`src/rtl/cla_pkg.sv`:
```
// cla_pkg: shared constants, group-count helper and group P/G pair type for the CLA adder.
package cla_pkg;
  localparam int GROUP_W = 4;
  typedef struct packed {
    logic p;
    logic g;
  } grp_pg_t;
  function automatic int n_groups(input int width);
    return width / GROUP_W;
  endfunction
endpackage

```
`src/rtl/cla_group.sv`:
```
// cla_group: 4-bit lookahead cell producing group P/G and the four carries entering each bit.
module cla_group
  import cla_pkg::*;
(
  input  logic [GROUP_W-1:0] p_i,
  input  logic [GROUP_W-1:0] g_i,
  input  logic               c_i,
  output grp_pg_t            pg_o,
  output logic [GROUP_W-1:0] c_o
);
  assign c_o[0] = c_i;
  assign c_o[1] = g_i[0] | (p_i[0] & c_i);
  assign c_o[2] = g_i[1] | (p_i[1] & g_i[0]) | (p_i[1] & p_i[0] & c_i);
  assign c_o[3] = g_i[2] | (p_i[2] & g_i[1]) | (p_i[2] & p_i[1] & g_i[0])
                | (p_i[2] & p_i[1] & p_i[0] & c_i);
  assign pg_o.p = &p_i;
  assign pg_o.g = g_i[3] | (p_i[3] & g_i[2]) | (p_i[3] & p_i[2] & g_i[1])
                | (p_i[3] & p_i[2] & p_i[1] & g_i[0]);
endmodule

```
`src/rtl/cla_adder_pipe.sv`:
```
// cla_adder_pipe: two-stage valid/ready add/subtract unit; stage 1 latches p/g/cin, stage 2
// resolves carries with two-level lookahead and produces sum and flags.
module cla_adder_pipe
  import cla_pkg::*;
#(
  parameter int WIDTH   = 32,
  parameter bit OUT_REG = 1
) (
  input  logic             clk,
  input  logic             rst,
  input  logic             in_valid,
  output logic             in_ready,
  input  logic [WIDTH-1:0] a,
  input  logic [WIDTH-1:0] b,
  input  logic             cin,
  input  logic             sub,
  output logic             out_valid,
  input  logic             out_ready,
  output logic [WIDTH-1:0] sum,
  output logic             cout,
  output logic             ovf,
  output logic             zero
);
  localparam int NG = n_groups(WIDTH);
  if (WIDTH % GROUP_W != 0 || WIDTH < 4 || WIDTH > 64) begin : g_bad_width
    $error("cla_adder_pipe: WIDTH must be a multiple of 4 in 4..64");
  end
  logic             v1_q, v1_d, c1_q, c_d, acc, adv1, drain;
  logic [WIDTH-1:0] p1_q, g1_q, p_d, g_d, sum_d;
  logic             cout_d, ovf_d, zero_d;
  logic [WIDTH:0]   c;
  logic [NG:0]      gc;
  logic [NG-1:0]    gp_v, gg_v;
  grp_pg_t [NG-1:0] grp;
  assign adv1     = v1_q & drain;
  assign in_ready = ~rst & (~v1_q | adv1);
  assign acc      = in_valid & in_ready;
  always_comb begin
    p_d  = a ^ (b ^ {WIDTH{sub}});
    g_d  = a & (b ^ {WIDTH{sub}});
    c_d  = sub | cin;
    v1_d = in_ready ? in_valid : v1_q;
  end
  always_ff @(posedge clk) begin
    v1_q <= rst ? 1'b0 : v1_d;
    if (acc) begin
      p1_q <= p_d;
      g1_q <= g_d;
      c1_q <= c_d;
    end
  end
  for (genvar j = 0; j < NG; j++) begin : g_lvl1
    cla_group u_grp (
      .p_i (p1_q[GROUP_W*j +: GROUP_W]),
      .g_i (g1_q[GROUP_W*j +: GROUP_W]),
      .c_i (gc[j]),
      .pg_o(grp[j]),
      .c_o (c[GROUP_W*j +: GROUP_W])
    );
    assign gp_v[j] = grp[j].p;
    assign gg_v[j] = grp[j].g;
  end
  if (NG <= 4) begin : g_lvl2_cell
    // Unused upper slots propagate and never generate, so the cell's P/G cover only real groups.
    grp_pg_t    l2;
    logic [3:0] lc;
    cla_group u_lvl2 (
      .p_i (~4'(~gp_v)),
      .g_i (4'(gg_v)),
      .c_i (c1_q),
      .pg_o(l2),
      .c_o (lc)
    );
    assign gc = {l2.g | (l2.p & c1_q), lc[NG-1:0]};
  end else begin : g_lvl2_wide
    function automatic logic [NG-1:0] span(input int lo, input int hi);
      logic [NG-1:0] m;
      for (int i = 0; i < NG; i++) m[i] = (i >= lo) && (i <= hi);
      return m;
    endfunction
    // Each group carry-in is a flat sum of products over all lower groups.
    always_comb begin
      gc    = '0;
      gc[0] = c1_q;
      for (int j = 0; j < NG; j++) begin
        gc[j+1] = c1_q & (&(gp_v | ~span(0, j)));
        for (int k = 0; k <= j; k++)
          gc[j+1] = gc[j+1] | (gg_v[k] & (&(gp_v | ~span(k + 1, j))));
      end
    end
  end
  assign c[WIDTH] = gc[NG];
  always_comb begin
    sum_d  = p1_q ^ c[WIDTH-1:0];
    cout_d = c[WIDTH];
    ovf_d  = c[WIDTH] ^ c[WIDTH-1];
    zero_d = ~|sum_d;
  end
  if (OUT_REG) begin : g_oreg
    logic             v2_q, cout_q, ovf_q, zero_q;
    logic [WIDTH-1:0] sum_q;
    assign drain = ~v2_q | out_ready;
    always_ff @(posedge clk) begin
      if (rst) begin
        v2_q   <= 1'b0;
        sum_q  <= '0;
        cout_q <= 1'b0;
        ovf_q  <= 1'b0;
        zero_q <= 1'b0;
      end else begin
        if (drain) v2_q <= v1_q;
        if (adv1) begin
          sum_q  <= sum_d;
          cout_q <= cout_d;
          ovf_q  <= ovf_d;
          zero_q <= zero_d;
        end
      end
    end
    assign out_valid = v2_q & ~rst;
    assign sum       = rst ? '0 : sum_q;
    assign cout      = cout_q & ~rst;
    assign ovf       = ovf_q & ~rst;
    assign zero      = zero_q & ~rst;
  end else begin : g_ocomb
    assign drain     = out_ready;
    assign out_valid = v1_q & ~rst;
    assign sum       = rst ? '0 : sum_d;
    assign cout      = cout_d & ~rst;
    assign ovf       = ovf_d & ~rst;
    assign zero      = zero_d & ~rst;
  end
endmodule

```
`config.mk`:
```
export PLATFORM = sky130hd
export DESIGN_NAME = cla_adder_pipe
export DESIGN_NICKNAME = d
export VERILOG_FILES = /design/src/rtl/cla_pkg.sv /design/src/rtl/cla_group.sv /design/src/rtl/cla_adder_pipe.sv
export SDC_FILE = /design/constraint.sdc
export NUM_CORES = 1
export LEC_CHECK = 0
export CAP_MARGIN = 20
export CORE_MARGIN = 3
export CORE_UTILIZATION = 35
export CTS_CLUSTER_SIZE = 40
export DETAILED_ROUTE_END_ITERATION = 8
export SKIP_LAST_GASP = 1
export SYNTH_ARGS = -nofsm -noshare
export SYNTH_HDL_FRONTEND = slang
export SYNTH_SLANG_ARGS = --single-unit
```
`constraint.sdc`:
```
create_clock -name clk -period 4.39 [get_ports clk]
set_clock_uncertainty 0.05 [all_clocks]
set_input_delay 0.878 -clock clk [delete_from_list [all_inputs] [get_ports clk]]
set_output_delay 0.878 -clock clk [all_outputs]
set_load 0.03 [all_outputs]
```
==> flow_summary.toml, run 1 <==
[clock_tree]
cts_hold_buf = 0
htree_levels = 3
cts_buffers = 9
worst_setup_hold_path_clk_slew_ns = 0.07
clk_root_buffer_cell = "sky130_fd_sc_hd__clkbuf_16"
tritoncts = "yes"
numClockSinks = 102
clock_tree.buffer_depth = 2
later_pin_clock_latency_in_the_skew_report_ns = 0.34

[place]
detailedPlacementHpwl_mm = 9.16
port_buffers = 106
place.gp.congestion = 0.903

[floorplanning]
die_area_um2 = 16400
row_count = 44
die_width_um = 128
core_um2 = 14600
io_pins = 107
start_util_pct = 35.8
die_height_um = 128

[sta]
relSlewSlack_pct = 36.3
max_freq_ghz = 0.249
timing_max_transition_violations_final = 0
setup_total_negative_slack_ns = 0
tightestPinTransition_ns = 0.956
layout_worst_path_cycle_share_pct = 91.6
rsz0062_at_grt = "no"
timing.final.setup_violations = 0
final.min_clock_period_ns = 4.02
hold_viol_final = 0

[synth]
synth_nets = 584
synth.distinct_cells = 53
synth-warning-count = 0
synth-edff-count = 65
syn_area_um2 = 5220
post-synth-top-area-cell = "sky130_fd_sc_hd__edfxtp_1"
syn_area_per_cell_um2 = 11.0
synth.ff_latch_count = 102
synthDominantCellAreaShare_pct = 37.4
synth.area.top_cells = "sky130_fd_sc_hd__edfxtp_1 37%, sky130_fd_sc_hd__dfxtp_1 14%, sky130_fd_sc_hd__ha_1 9.6%"
dominantRegCellSynth = "sky130_fd_sc_hd__edfxtp_1"
synthesis.instances = 474
ys_async_sr_fraction_pct = 0
synth_sequential_area_ratio_pct = 51.6

[setup_path]
regToRegEndpoint = "g_oreg.zero_q$_SDFFE_PP0P_"
ff2ff_path_depth = 17
cpMostUsedCell = "sky130_fd_sc_hd__nand4_1"
launching_point_of_the_worst_reg2reg_path = "p1_q[1]$_DFFE_PP_"
timing.critical_path.to_type = "register"
crit_chain = "a21o_1, a221o_1, a22oi_2, nand3_2, a221oi_2, o21bai_1, ha_1, nor2_1, xnor2_1, or4_1, nor3_1, nand4_1, nor3_1, nand4_1, nor4_2, nand4_1, o31ai_2"
critPathArrivalTime_ns = 4.23
worst_setup_path_start_kind = "register"
timing.critical_path.required_ns = 4.60
critPathSlowestCell = "sky130_fd_sc_hd__or4_1"
regToRegSetupSlack_ns = 0.37
critPathKind = "register to register"
timing.critical_path.fanout_max = 6
slowest_delay_ns = 0.50

[hold_path]
hold_path.class = "register to register"
worst_hold_depth = 2
hold-path-endpoint = "g_oreg.sum_q[18]$_SDFFE_PP0P_"
launch_instance_of_the_worst_min_delay_path = "g_oreg.sum_q[18]$_SDFFE_PP0P_"

[cells_and_area]
nets_finish = 689
drive_above_1_share_pct = 6.85
areaGrowthSynthToFinish_pct = 30.5
n_antenna_cell = 0

[pwr]
vdd_ir_drop_max_uv = 199
p_leak_nw = 2.55
power_density_nw_per_um2 = 340
report.power.total_mw = 2.32

[global_route]
antenna_found_initial = 0
grt_max_degree = 54
first_global_vias = 3781
grt_usage_pct = 14.8
grt.overflow.total = 0
grt_pass1_wl_mm = 19.3

[outcome]
run_status = "finished, final reports clean"

[routing]
drcViolationCount = 0
vias_per_cell = 4.90
first_iter_violations = 195
detail_route.first_pass.iterations = 4
drt-total-wl_mm = 11.7
post_drt_wl_per_cell_um = 15.3
antenna_left = 0
routed-via-count = 3760

[job]
timing.max_cap.violations = 0
-- logic make-up (layout without fill, tap and decap cells) --
kind of cell	Yosys count	count (layout)	synth area share [%]
and+or+nand+nor	164	164	16.1
AOI/OAI and AO/OA	92	92	12.0
muxes	1	1	0.216
DFF	102	102	51.6
buffers and inverters	21	131	1.51
adders and majority gates	40	40	9.58
xor gates and xnor gates	54	54	9.06
-- flip-flops by register name (all words and copies together), names as in the netlist --
signal	flops
g_oreg.zero_q	1
g_oreg.v2_q	1
v1_q	1
g_oreg.cout_q	1
g1_q	32
g_oreg.ovf_q	1
c1_q	1
g_oreg.sum_q	32
p1_q	32
-- synthesized netlist by cell type (all sizes together) (5+ instances only) --
master	number
a21o	6
edfxtp	65
nor2b	42
nor2	34
buf	5
nand2	40
clkbuf	12
nand3	5
xnor2	17
o21ai	11
a21oi	34
o21bai	5
nor3	10
nand4	6
dfxtp	37
xor2	37
o22a	10
ha	40
-- critical path, delay by kind of cell (launching register included) --
family                   cells  cell delay, ns
AND/OR/NAND/NOR              9            1.74
AO/OA/AOI/OAI                6            1.43
flip-flops                   1            0.43
adder cells (fa/ha/maj)      1            0.19
XOR/XNOR                     1            0.11
-- layout make-up --
| cell class | instances | area [µm²] |
|---|---|---|
| fillers | 1362 | 7770 |
| clock inverters | 3 | 42.5 |
| flip-flops and latches | 102 | 2690 |
| multi-input cells | 351 | 2470 |
| inverters | 4 | 15.0 |
| clock buffers | 13 | 260 |
| well taps | 184 | 230 |
| repair buffers | 111 | 1100 |
-- cells in the final DEF, fill, tap and decap left out, drive strengths merged, types with 11 or more instances in the layout --
cell type	count
clkdlybuf4s50	104
o21ai	11
xor2	37
nand2	40
ha	40
xnor2	17
nor2b	42
dfxtp	37
clkbuf	13
a21oi	34
edfxtp	65
nor2	34
-- report_power, final --
part | switching, mW | internal (mW) | total (mW)
Combinational | 0.201 | 0.188 | 0.389
Sequential | 0.0399 | 1.10 | 1.14
Clock | 0.319 | 0.472 | 0.791
-- per-layer routing --
layer  global-route usage, %  vias up  share of wire, %
li1                        -     1915                 -
met1                    19.4     1753                45
met2                    24.6       79                49
met3                    2.63       13               4.9
met4                    5.37        0               1.8
met5                       0        -                 0
-- worst max path at each step --
| stage | from | to |
|---|---|---|
| 6_report | p1_q[1]$_DFFE_PP_ | g_oreg.zero_q$_SDFFE_PP0P_ |
| 5_1_grt | p1_q[10]$_DFFE_PP_ | g_oreg.zero_q$_SDFFE_PP0P_ |
| 4_1_cts | p1_q[10]$_DFFE_PP_ | g_oreg.zero_q$_SDFFE_PP0P_ |
| 3_5_place_dp | p1_q[10]$_DFFE_PP_ | g_oreg.zero_q$_SDFFE_PP0P_ |
| 3_3_place_gp | p1_q[10]$_DFFE_PP_ | g_oreg.zero_q$_SDFFE_PP0P_ |
| 2_1_floorplan | rst | c1_q$_DFFE_PP_ |
-- what timing repair did --
action,4_1_cts,5_1_grt
setup buffers,0,0
resized for setup,0,4
setup endpoints to repair,0,1
-- per-stage QoR --
step | util [%] | setup WS, ns | area [µm²] | instances | hold WS [ns]
after detailed placement | 44.5 | 0.261 | 6490 | 752 | 0.396
final | 46.7 | 0.370 | 6820 | 768 | 0.404
after global placement | 44.5 | 0.589 | 6490 | 752 | 0.390
after global routing | 46.7 | 0.0815 | 6820 | 768 | 0.434
after floorplan | - | 0.677 | 5220 | 474 | 0.377
after CTS | 46.6 | 0.191 | 6790 | 768 | 0.405
(Power assumes the default switching activity.)
==> run 2: changes to the inputs <==
Settings changed: CORE_UTILIZATION 35 to 52, GPL_TIMING_DRIVEN from default to 0, PLACE_DENSITY from default to 0.81.
==> run 2 against run 1 <==
Net effect:
- total power decreased by 11%
- via count increased by 6.4%
- maximum frequency decreased by 0.34%
- first-iteration DRC count decreased by 20%
- cell area decreased by 1.7%
- non-clock buffer count increased by 13
- sequential power about the same
- flip-flop and latch count unchanged
- critical endpoint is now sum[2]
- highest routed layer unchanged
==> flow_summary.toml, run 2 (synthesis results as in run 1) <==
[floorplanning]
die_width_um = 106
io_pins = 107
die_height_um = 106
row_count = 35
die_area_um2 = 11300
core_um2 = 9500
start_util_pct = 55.0

[setup_path]
worst_setup_path_start_kind = "input pin"
regToRegEndpoint = "g_oreg.zero_q$_SDFFE_PP0P_"
crit_chain = "clkdlybuf4s50_1, clkbuf_1, clkbuf_1, nor2b_1, clkdlybuf4s50_1"
timing.critical_path.required_ns = 3.46
critPathSlowestCell = "sky130_fd_sc_hd__clkdlybuf4s50_1"
critPathKind = "input pin to output port"
ff2ff_path_depth = 17
critPathTopFamily = "buffers and inverters"
buffers_and_inverters_on_the_worst_path = 4
timing.critical_path.to_type = "output port"
launching_point_of_the_worst_reg2reg_path = "g1_q[0]$_DFFE_PP_"
critPathArrivalTime_ns = 3.11
slowest_delay_ns = 0.67
regToRegSetupSlack_ns = 0.38
timing.critical_path.fanout_max = 10

[place]
placedCellCount = 709
port_buffers = 105
post-place-ws_ns = 0.160
post_dp_cell_area_um2 = 6460
place.gp.congestion = 0.889
detailedPlacementHpwl_mm = 9.24

[routing]
routed-via-count = 4001
drt-total-wl_mm = 11.8
antenna_left = 0
drcViolationCount = 0
vias_per_cell = 5.51
detail_route.first_pass.iterations = 5
post_drt_wl_per_cell_um = 16.3
first_iter_violations = 156

[pwr]
vdd_ir_drop_max_uv = 182
p_leak_nw = 2.49
report.power.total_mw = 2.07
power_density_nw_per_um2 = 308

[clock_tree]
tritoncts = "yes"
worst_setup_hold_path_clk_slew_ns = 0.09
clk_root_buffer_cell = "sky130_fd_sc_hd__clkbuf_8"
htree_levels = 3
cts_buffers = 9
later_pin_clock_latency_in_the_skew_report_ns = 0.36
numClockSinks = 102
cts_hold_buf = 0
clock_tree.buffer_depth = 2

[sta]
max_freq_ghz = 0.248
timing_max_transition_violations_final = 0
setup_total_negative_slack_ns = 0
hold_viol_final = 0
holdWs_ns = 0.405
rsz0062_at_grt = "no"
layout_worst_path_cycle_share_pct = 91.9
timing.final.setup_violations = 0
tightestPinTransition_ns = 0.804
setup_ws_ns = 0.357
final.min_clock_period_ns = 4.03
relSlewSlack_pct = 46.4

[job]
timing.max_cap.violations = 0

[global_route]
grt.overflow.total = 0
first_global_vias = 3880
grt_max_degree = 34
antenna_found_initial = 0
grt_pass1_wl_mm = 18.7
grt_usage_pct = 21.0

[cells_and_area]
nets_finish = 702
mostFrequentLayoutCell = "sky130_fd_sc_hd__clkdlybuf4s50_1"
drive_above_1_share_pct = 6.37
nFillCells = 707
layout.cell_area.non_filler_um2 = 6700
areaGrowthSynthToFinish_pct = 28.3
multi_input_comb_area_um2 = 2520
commonest_non_fill_non_tap_cells_in_the_layout = "105 x sky130_fd_sc_hd__clkdlybuf4s50_1, 65 x sky130_fd_sc_hd__edfxtp_1, 42 x sky130_fd_sc_hd__nor2b_1, 40 x sky130_fd_sc_hd__nand2_1, 40 x sky130_fd_sc_hd__ha_1"
top_regs = "g1_q: 32 flops, g_oreg.sum_q: 32 flops, p1_q: 32 flops"
utilization_pct = 70.5
n_antenna_cell = 0
register_area_um2 = 2690
non_filler_instances = 726

[hold_path]
launch_instance_of_the_worst_min_delay_path = "g_oreg.sum_q[25]$_SDFFE_PP0P_"
hold-path-endpoint = "g_oreg.sum_q[25]$_SDFFE_PP0P_"
hold_path.class = "register to register"
worst_hold_depth = 2

[outcome]
run_status = "finished, final reports clean"
run 2: per-layer routing:
layer / vias to the layer above / share of wire [%] / track usage, %
met1: 1900 / 41 / 26.0
met2: 141 / 51 / 36.7
met3: 22 / 6.4 / 4.37
li1: 1938 / - / -
met5: - / 0 / 0
met4: 0 / 2.1 / 6.20
run 2: worst max path at each step:
stage	to	depth (start not counted)	from	slack, ns
2_1_floorplan	c1_q$_DFFE_PP_	3	rst	0.68
3_3_place_gp	p1_q[16]$_DFFE_PP_	4	rst	-0.17
4_1_cts	g_oreg.zero_q$_SDFFE_PP0P_	17	p1_q[10]$_DFFE_PP_	0.10
5_1_grt	g_oreg.zero_q$_SDFFE_PP0P_	17	p1_q[10]$_DFFE_PP_	0.0005
3_5_place_dp	g_oreg.zero_q$_SDFFE_PP0P_	17	p1_q[10]$_DFFE_PP_	0.16
6_report	sum[2]	5	rst	0.36
run 2: report_power, final:
part	switching (mW)	internal [mW]
sequential	0.0399	1.10
combinational	0.206	0.190
clock	0.323	0.213
run 2: cell type report:
class                      instances  area share (%)
buffer                            17           0.952
clock buffer                      11            1.96
clock inverter                     5           0.635
inverter                           4           0.224
multi-input combinational        351            37.5
sequential                       102            40.2
tap                              129            2.41
timing repair buffer             107            16.1
run 2: tightest hold or removal path: cells and delay by family, from the launching register on:
kind	cells	cell delay (ns)
flip-flops	1	0.32
AND/OR/NAND/NOR	1	0.05
AO/OA/AOI/OAI	1	0.05
run 2: repair_timing:
action,in CTS,in global routing
setup endpoints to repair,0,1
gates resized for setup,0,10
setup buffers,0,1
==> run 3: changes to the inputs <==
Settings changed: CAP_MARGIN 20 to default, SKIP_LAST_GASP 1 to default.
==> run 3 against run 2 <==
Net effect:
- cell area is the same
- via count is the same
- final cell count unchanged
- routed wire length did not move
- worst setup slack stayed put
- sequential share of layout area unchanged
- total power unchanged
- die area did not move
- maximum frequency is the same
- critical endpoint unchanged
- core utilization unchanged
==> flow_summary.toml, run 3 (synthesis results as in run 1) <==
[global_route]
antenna_found_initial = 0
globalRoute.busiestLayer = "met2"
grt_usage_pct = 21.0
grt_util_met2_pct = 36.7
first_global_vias = 3880
grt_max_degree = 34
grt_pass1_wl_mm = 18.7
grt.overflow.total = 0
grtUsageMet3_pct = 4.37
grt_use_met1_pct = 26.0

[routing]
post_drt_wl_per_cell_um = 16.3
detail_route.first_pass.iterations = 5
drt-total-wl_mm = 11.8
first_iter_violations = 156
drcViolationCount = 0
vias_per_cell = 5.51
antenna_left = 0
routed-via-count = 4001

[sta]
max_freq_ghz = 0.248
layout_worst_path_cycle_share_pct = 91.9
relSlewSlack_pct = 46.4
timing.final.setup_violations = 0
tightestPinTransition_ns = 0.804
rsz0062_at_grt = "no"
final.min_clock_period_ns = 4.03
timing_max_transition_violations_final = 0
hold_viol_final = 0

[setup_path]
timing.critical_path.to_type = "output port"
worst_setup_path_start_kind = "input pin"
critPathKind = "input pin to output port"
timing.critical_path.fanout_max = 10
critPathArrivalTime_ns = 3.11
timing.critical_path.required_ns = 3.46

[cells_and_area]
n_antenna_cell = 0
nets_finish = 702
areaGrowthSynthToFinish_pct = 28.3
drive_above_1_share_pct = 6.37
top_regs = "g1_q: 32 flops, g_oreg.sum_q: 32 flops, p1_q: 32 flops"
mostFrequentLayoutCell = "sky130_fd_sc_hd__clkdlybuf4s50_1"
commonest_non_fill_non_tap_cells_in_the_layout = "105 x sky130_fd_sc_hd__clkdlybuf4s50_1, 65 x sky130_fd_sc_hd__edfxtp_1, 42 x sky130_fd_sc_hd__nor2b_1, 40 x sky130_fd_sc_hd__nand2_1, 40 x sky130_fd_sc_hd__ha_1"
utilization_pct = 70.5
nFillCells = 707
non_filler_instances = 726

[clock_tree]
cts_buffers = 9
numClockSinks = 102
later_pin_clock_latency_in_the_skew_report_ns = 0.36
worst_setup_hold_path_clk_slew_ns = 0.09
clk_root_buffer_cell = "sky130_fd_sc_hd__clkbuf_8"
cts_hold_buf = 0
clock_tree.buffer_depth = 2
htree_levels = 3
tritoncts = "yes"

[floorplanning]
row_count = 35
die_area_um2 = 11300
core_um2 = 9500
io_pins = 107
die_width_um = 106
start_util_pct = 55.0
die_height_um = 106

[pwr]
vdd_ir_drop_max_uv = 182
power_density_nw_per_um2 = 308
report.power.total_mw = 2.07
p_leak_nw = 2.49

[place]
detailedPlacementHpwl_mm = 9.24
place.gp.congestion = 0.889
port_buffers = 105
placedCellCount = 709

[job]
timing.max_cap.violations = 0

[outcome]
run_status = "finished, final reports clean"

[hold_path]
hold_path.class = "register to register"
==> run 3: cell counts in the layout (fill, tap and decap cells not counted) <==
Identical to the previous run, type by type.
==> run 3: final timing paths <==
check | from | cells after the start | to | slack (ns)
hold / removal | g_oreg.sum_q[25]$_SDFFE_PP0P_ | 2 | g_oreg.sum_q[25]$_SDFFE_PP0P_ | 0.41
setup / recovery | rst | 5 | sum[2] | 0.36
hold reg to reg | g_oreg.sum_q[25]$_SDFFE_PP0P_ | 2 | g_oreg.sum_q[25]$_SDFFE_PP0P_ | 0.41
setup reg to reg | g1_q[0]$_DFFE_PP_ | 17 | g_oreg.zero_q$_SDFFE_PP0P_ | 0.38
==> run 3: layout make-up <==
class                           count  area, µm²  area share (%)
Sequential cell                   102       2690            40.2
Tap cell                          129        161            2.41
Clock buffer                       11        131            1.96
Multi-Input combinational cell    351       2520            37.5
Timing Repair Buffer              107       1080            16.1
Inverter                            4       15.0           0.224
Buffer                             17       63.8           0.952
Clock inverter                      5       42.5           0.635
==> run 3: repair_timing <==
action | 4_1_cts | 5_1_grt
setup buffers | 0 | 1
setup endpoints to repair | 0 | 1
resized for setup | 0 | 10
==> run 3: per-stage QoR <==
step                setup TNS (ns)  hold slack, ns  instance area (µm²)  setup slack [ns]
finish                           0           0.405                 6700             0.357
global route                     0           0.419                 6700          0.000501
CTS                              0           0.407                 6630             0.101
detailed placement               0           0.394                 6460             0.160
global placement            -11.10           0.388                 6430            -0.173
floorplan                        0           0.377                 5220             0.677
==> run 3: critical path, cell delays in order <==
cell and delay [ns]:
sky130_fd_sc_hd__clkdlybuf4s50_1 0.67, sky130_fd_sc_hd__clkbuf_1 0.43, sky130_fd_sc_hd__clkbuf_1 0.39, sky130_fd_sc_hd__nor2b_1 0.12, sky130_fd_sc_hd__clkdlybuf4s50_1 0.62
==> run 3: layer usage <==
layer | part of all wire, % | up-vias
li1 | - | 1938
met1 | 41 | 1900
met2 | 51 | 141
met3 | 6.4 | 22
met4 | 2.1 | 0
met5 | 0 | -
==> run 3: where the power goes <==
group          total [mW]  leakage, nW  switching [mW]  internal (mW)
clock               0.536       0.0845           0.323          0.213
combinational       0.396         1.47           0.206          0.190
sequential           1.13        0.932          0.0399           1.10
